--- config.mk ---
export PLATFORM = sky130hd
export DESIGN_NAME = inst_fetch_unit
export DESIGN_NICKNAME = d
export VERILOG_FILES = /design/src/rtl/fetch_pkg.sv /design/src/rtl/fetch_perf_counters.sv /design/src/rtl/inst_fetch_unit.sv
export SDC_FILE = /design/constraint.sdc
export NUM_CORES = 1
export LEC_CHECK = 0
export ABC_AREA = 1
export CORE_MARGIN = 3
export CORE_UTILIZATION = 45
export CTS_CLUSTER_SIZE = 12
export DETAILED_ROUTE_END_ITERATION = 7
export PLACE_DENSITY = 0.95
export SLEW_MARGIN = 10
export SYNTH_ARGS = -nofsm -noshare
export SYNTH_HDL_FRONTEND = slang
export SYNTH_SLANG_ARGS = --single-unit
--- constraint.sdc ---
create_clock -name clk -period 2.45 [get_ports clk]
set_input_delay 0.49 -clock clk [delete_from_list [all_inputs] [get_ports clk]]
set_output_delay 0.49 -clock clk [all_outputs]
set_load 0.03 [all_outputs]
--- src/rtl/fetch_pkg.sv ---
// Shared fetch definitions: state encoding, PC step, PC alignment mask.
// Default widths stand in for defines.v when it is not on the include path.
`ifndef Inst_Addr_Width
`define Inst_Addr_Width 32
`endif
`ifndef Inst_Width
`define Inst_Width 32
`endif

package fetch_pkg;

  localparam logic [1:0] RUN  = 2'd0;
  localparam logic [1:0] WAIT = 2'd1;
  localparam logic [1:0] DROP = 2'd2;

  localparam int unsigned PC_STEP = 4;

  // Low PC bits cleared on redirect (word alignment).
  localparam logic [1:0] ALIGN_LSB = 2'b11;

endpackage

--- src/rtl/fetch_perf_counters.sv ---
// Fetch performance counters: instructions written, full-queue stall cycles.
// Ports: clk, rst (sync, active-low), fetch_evt, stall_evt, perf_* outputs.
module fetch_perf_counters (
  input  logic        clk,
  input  logic        rst,
  input  logic        fetch_evt,
  input  logic        stall_evt,
  output logic [31:0] perf_fetched,
  output logic [31:0] perf_full_stall
);

  always_ff @(posedge clk) begin
    if (!rst) begin
      perf_fetched    <= '0;
      perf_full_stall <= '0;
    end else begin
      if (fetch_evt)
        perf_fetched <= perf_fetched + 32'd1;
      if (stall_evt)
        perf_full_stall <= perf_full_stall + 32'd1;
    end
  end

endmodule

--- src/rtl/inst_fetch_unit.sv ---
// Instruction fetch: owns PC, one outstanding icache request, fills queue.
// Ports: clk, rst, redirect_*, icache_*, q_* , fetch_pc; FETCH_PERF_CNT_EN adds perf_*.
`ifndef Inst_Addr_Width
`define Inst_Addr_Width 32
`endif
`ifndef Inst_Width
`define Inst_Width 32
`endif

module inst_fetch_unit #(
  parameter int unsigned ADDR_W   = `Inst_Addr_Width,
  parameter int unsigned INST_W   = `Inst_Width,
  parameter logic [ADDR_W-1:0] RESET_PC = '0,
  parameter int unsigned PC_STEP  = fetch_pkg::PC_STEP
) (
  input  logic              clk,
  input  logic              rst,
  input  logic              redirect_valid,
  input  logic [ADDR_W-1:0] redirect_pc,
  output logic              icache_req,
  output logic [ADDR_W-1:0] icache_addr,
  input  logic              icache_ready,
  input  logic              icache_resp_valid,
  input  logic [INST_W-1:0] icache_resp_inst,
  input  logic              q_full,
  output logic              q_write,
  output logic [INST_W-1:0] q_inst,
  output logic [ADDR_W-1:0] q_pc,
  output logic              q_flush,
`ifdef FETCH_PERF_CNT_EN
  output logic [31:0]       perf_fetched,
  output logic [31:0]       perf_full_stall,
`endif
  output logic [ADDR_W-1:0] fetch_pc
);

  import fetch_pkg::*;

  localparam logic [ADDR_W-1:0] ALIGN_MASK =
    ~ADDR_W'(ALIGN_LSB);
  localparam logic [ADDR_W-1:0] STEP = ADDR_W'(PC_STEP);

  logic [1:0]        state;
  logic [ADDR_W-1:0] pc;
  logic [ADDR_W-1:0] req_pc;

  logic in_run;
  logic in_wait;
  logic accept;

  assign in_run  = (state == RUN);
  assign in_wait = (state == WAIT);

  // Outputs are gated by rst so the reset cycle presents a quiet interface.
  assign icache_req  = rst && in_run && !q_full && !redirect_valid;
  assign icache_addr = pc;
  assign fetch_pc    = pc;
  assign accept      = icache_req && icache_ready;

  assign q_write = rst && in_wait && icache_resp_valid && !redirect_valid;
  assign q_inst  = q_write ? icache_resp_inst : '0;
  assign q_pc    = q_write ? req_pc : '0;
  assign q_flush = rst && redirect_valid;

  always_ff @(posedge clk) begin
    if (!rst) begin
      pc     <= RESET_PC;
      req_pc <= '0;
      state  <= RUN;
    end else if (redirect_valid) begin
      pc <= redirect_pc & ALIGN_MASK;
      unique case (state)
        WAIT:    state <= icache_resp_valid ? RUN : DROP;
        DROP:    state <= DROP;
        default: state <= RUN;
      endcase
    end else begin
      unique case (state)
        RUN: begin
          if (accept) begin
            req_pc <= pc;
            pc     <= pc + STEP;
            state  <= WAIT;
          end
        end
        WAIT, DROP: begin
          if (icache_resp_valid)
            state <= RUN;
        end
        default: state <= RUN;
      endcase
    end
  end

  // A response with nothing outstanding is a cache protocol error.
  resp_in_run: assert property (
    @(posedge clk) disable iff (!rst)
    !(in_run && icache_resp_valid)
  );

`ifdef FETCH_PERF_CNT_EN
  logic stall_evt;

  assign stall_evt = in_run && q_full && !redirect_valid;

  fetch_perf_counters u_perf (
    .clk             (clk),
    .rst             (rst),
    .fetch_evt       (q_write),
    .stall_evt       (stall_evt),
    .perf_fetched    (perf_fetched),
    .perf_full_stall (perf_full_stall)
  );
`endif

endmodule
==> impl_summary.txt <==
----------------------------------------------------
[Clock network]
  Clock tree from TritonCTS ... built
  Register clock-pin slew on the reported worst setup and hold paths ... roughly 0.070 ns
  Clock Latency Late Sink ... ~0.35 ns
  Worst-case clock buffer depth ... 2
  Count of clock tree sinks ... 62
  Deepest level of the CTS H-tree ... 3
  Root buffer cell ... sky130_fd_sc_hd__clkbuf_8
  TritonCTS Buffers ... 9

[Synth]
  Count of flip-flops with a built-in enable after synthesis ... 0
  Share of async-settable or async-resettable flops after synthesis ... 0%
  Number of distinct library cells after synthesis ... 35
  Post-synthesis cell area ... ~4200 µm²
  Synth Register Bits ... between 60 and 70
  Total of warnings raised by yosys ... 0
  Synthesized instance count ... 663
  Proportion of synthesized chip area in sequential cells ... a little under 30%
  Top_reg_cell synth ... sky130_fd_sc_hd__dfxtp_1
  Cell type with the largest total area after synthesis ... sky130_fd_sc_hd__dfxtp_1
  Top post-synthesis cells by area ... sky130_fd_sc_hd__dfxtp_1, sky130_fd_sc_hd__nand2_1, sky130_fd_sc_hd__inv_1
  Synthesized area per cell ... roughly 6.3 µm²
  Area share of the largest cell type after synthesis ... around 30%

[Global routing]
  Total track usage ... 25.5%
  Most used routing layer ... met2
  Vias in the first global route ... between 4,000 and 5,000
  Largest net degree at the start of global routing ... 45
  Initial antenna violation count ... 1
  Global-route wire length before repair ... 20.9 mm
  Met1 layer usage reported by global route ... ~28%
  Met3 track utilization from global routing ... between 5 and 6%
  Met2 usage ... 45.1%
  Remaining global-route overflow ... 0

[STA]
  Crit path time final ... roughly 2.3 ns
  Post-Route Hold Slack ... 0.452 ns
  Share of the clock period used by the worst path ... a little over nine tenths
  Max Clock Freq ... between 0.4 and 0.5 GHz
  Final number of max-transition violations ... 0
  Largest clock skew in the final design ... 0.00789 ns
  Setup-failing EPs final ... 0
  Unrepaired setup endpoints after global routing ... false
  Number of endpoints with negative hold slack in the final report ... 0
  Setup tns final ... 0 ns

[Worst setup path]
  Depth of the most critical reg-to-reg path ... 10
  Kind of start point of the critical path ... register
  Terminus of the critical flop-to-flop path ... fetch_pc[28]
  CP required ... just under 2 ns
  Worst setup slack for register-to-register paths ... 0.59 ns
  Reg2reg start ... fetch_pc[2]
  Critical path fanouts, max ... 16
  Category of the worst setup path capture point ... output port
  Data arrival time of the critical path ... ~1.8 ns
  Type of the worst setup path ... register to output port

[Floorplanning]
  Y dimension of the die ... 102 µm
  Row count ... 34
  Die area ... 10,500 µm²
  Placeable core region ... roughly 9000 µm²
  I/O pin count ... ~200
  Width of the chip ... 102 µm
  Starting density of the core ... between 40% and 50%

[Drt]
  Routed wire length ... roughly 14 mm
  Detailed router's first-iteration violation count ... ~350
  Count of TritonRoute iterations in the first routing pass ... 5
  Residual antenna-violating net count after detailed routing ... 0
  Mean routed wirelength per cell ... roughly 15 µm
  Via density per instance ... ~5.1
  Via count of the routed design ... between 4,000 and 5,000
  DRC errors left ... 0

[Worst hold path]
  Worst hold path depth ... 2
  Startpoint of the worst hold path ... req_pc[26]
  Worst Hold End ... req_pc[26]
  Type of the tightest min-delay check ... register to register

[Finish]
  Most common cell after layout, fill and taps aside ... sky130_fd_sc_hd__clkdlybuf4s50_1
  Ratio of cells with drive above 1 in the final layout ... between 15 and 20%
  Final Net Count ... 900
  Filler cell count ... approximately 710
  Area growth, synth to finish ... 47.4%
  Combined area of the multi-input logic cells ... between 2000 and 2500 µm²
  Commonest non-fill, non-tap cells in the layout ... sky130_fd_sc_hd__clkdlybuf4s50_1, sky130_fd_sc_hd__nand2_1, sky130_fd_sc_hd__inv_1
  FF+latch area ... around 1200 µm²

[Run]
  Max-capacitance violation count ... 0

[Power and ir drop]
  Worst vdd ir ... 0.294 mV
  Total design power ... 2.73 mW
  Leak Pwr ... around 2.7 nW
  PD cells ... ~440 nW/µm²

[Run status]
  Status ... complete, no violations

[Placed design]
  Port Buf Inserts ... 192
  Detailed-placement wirelength estimate ... 10.1 mm
  GPL Wtd Cong ... about 0.94

----------------------------------------------------
## Yosys cell counts (all sizes together) (3+ instances only)
cell type / instances
nor3: 6
dfxtp: 62
nand4: 5
clkbuf: 10
ha: 4
a21oi: 41
a211oi: 8
inv: 119
o221ai: 3
o21ai: 36
nand3: 50
nor2: 121
buf: 56
a31oi: 3
nand2: 123
nand3b: 3
xor2: 4
## metal layers
metal | wire length [µm] | part of all wire, %
met5 | 0 | 0
met4 | 559 | 4.0
met2 | 6740 | 49
met1 | 5180 | 38
met3 | 1330 | 9.6
## worst max path at each step
stage / from / to / depth (start not counted)
5_1_grt: state[1] / q_pc[15] / 9
6_report: state[1] / q_pc[7] / 9
3_3_place_gp: rst / q_pc[17] / 8
4_1_cts: state[1] / q_pc[17] / 9
2_1_floorplan: rst / q_inst[0] / 7
3_5_place_dp: icache_resp_valid / q_pc[7] / 8
## power by group
group / switching (mW) / internal (mW)
Clock: 0.404 / 0.598
Combinational: 0.330 / 0.271
Sequential: 0.0699 / 1.06
Total: 0.804 / 1.92
## area by class of cell
type,count,share of cell area [%]
multi-input combinational,421,33.5
timing repair buffer,213,33.3
sequential,62,20.2
inverter,119,7.30
clock buffer,12,2.36
tap,108,2.20
clock inverter,4,1.14
antenna,1,0.0407
## worst max-delay path, cell delays in order (launching register included)
cell and delay [ns]:
sky130_fd_sc_hd__dfxtp_1 0.33, sky130_fd_sc_hd__inv_1 0.09, sky130_fd_sc_hd__ha_1 0.15, sky130_fd_sc_hd__inv_1 0.07, sky130_fd_sc_hd__nor4_4 0.17, sky130_fd_sc_hd__inv_2 0.09
sky130_fd_sc_hd__buf_12 0.16, sky130_fd_sc_hd__buf_12 0.15, sky130_fd_sc_hd__nor2_2 0.13, sky130_fd_sc_hd__buf_6 0.15
## stage by stage
step / std cells / instance area [µm²] / setup WS, ns / util [%]
after CTS: 937 / 6110 / 0.0104 / 69.1
after global placement: 921 / 5900 / 0.0190 / 66.7
after floorplan: 668 / 4200 / -0.0302 / -
final: 940 / 6160 / 0.133 / 69.6
after detailed placement: 921 / 5900 / -0.0264 / 66.7
after global routing: 940 / 6160 / 0.0347 / 69.6
## cells by family (layout without fill, tap and decap cells)
kind of cell	count (synthesis)	after routing	share of synthesized area (%)
xor gates and xnor gates	5	5	1.05
buffers and inverters	185	348	21.6
and+or+nand+nor	311	311	32.9
AOI/OAI and AO/OA	95	95	13.4
DFF	62	62	29.7
other	1	7	0.0898
adders and majority gates	4	4	1.20
## what timing repair did
item | 4_1_cts | 5_1_grt
hold buffers | 0 | 0
gates cloned | 0 | 1
pin swaps | 1 | 1
endpoints found under the setup margin | 5 | 41
resized for setup | 3 | 3
buffers inserted | 0 | 1
## sequential cells by signal, summed over array words and instances (netlist names)
name      count
req_pc       30
state         2
fetch_pc     30
Note: power is estimated with default switching activity, not from simulation.
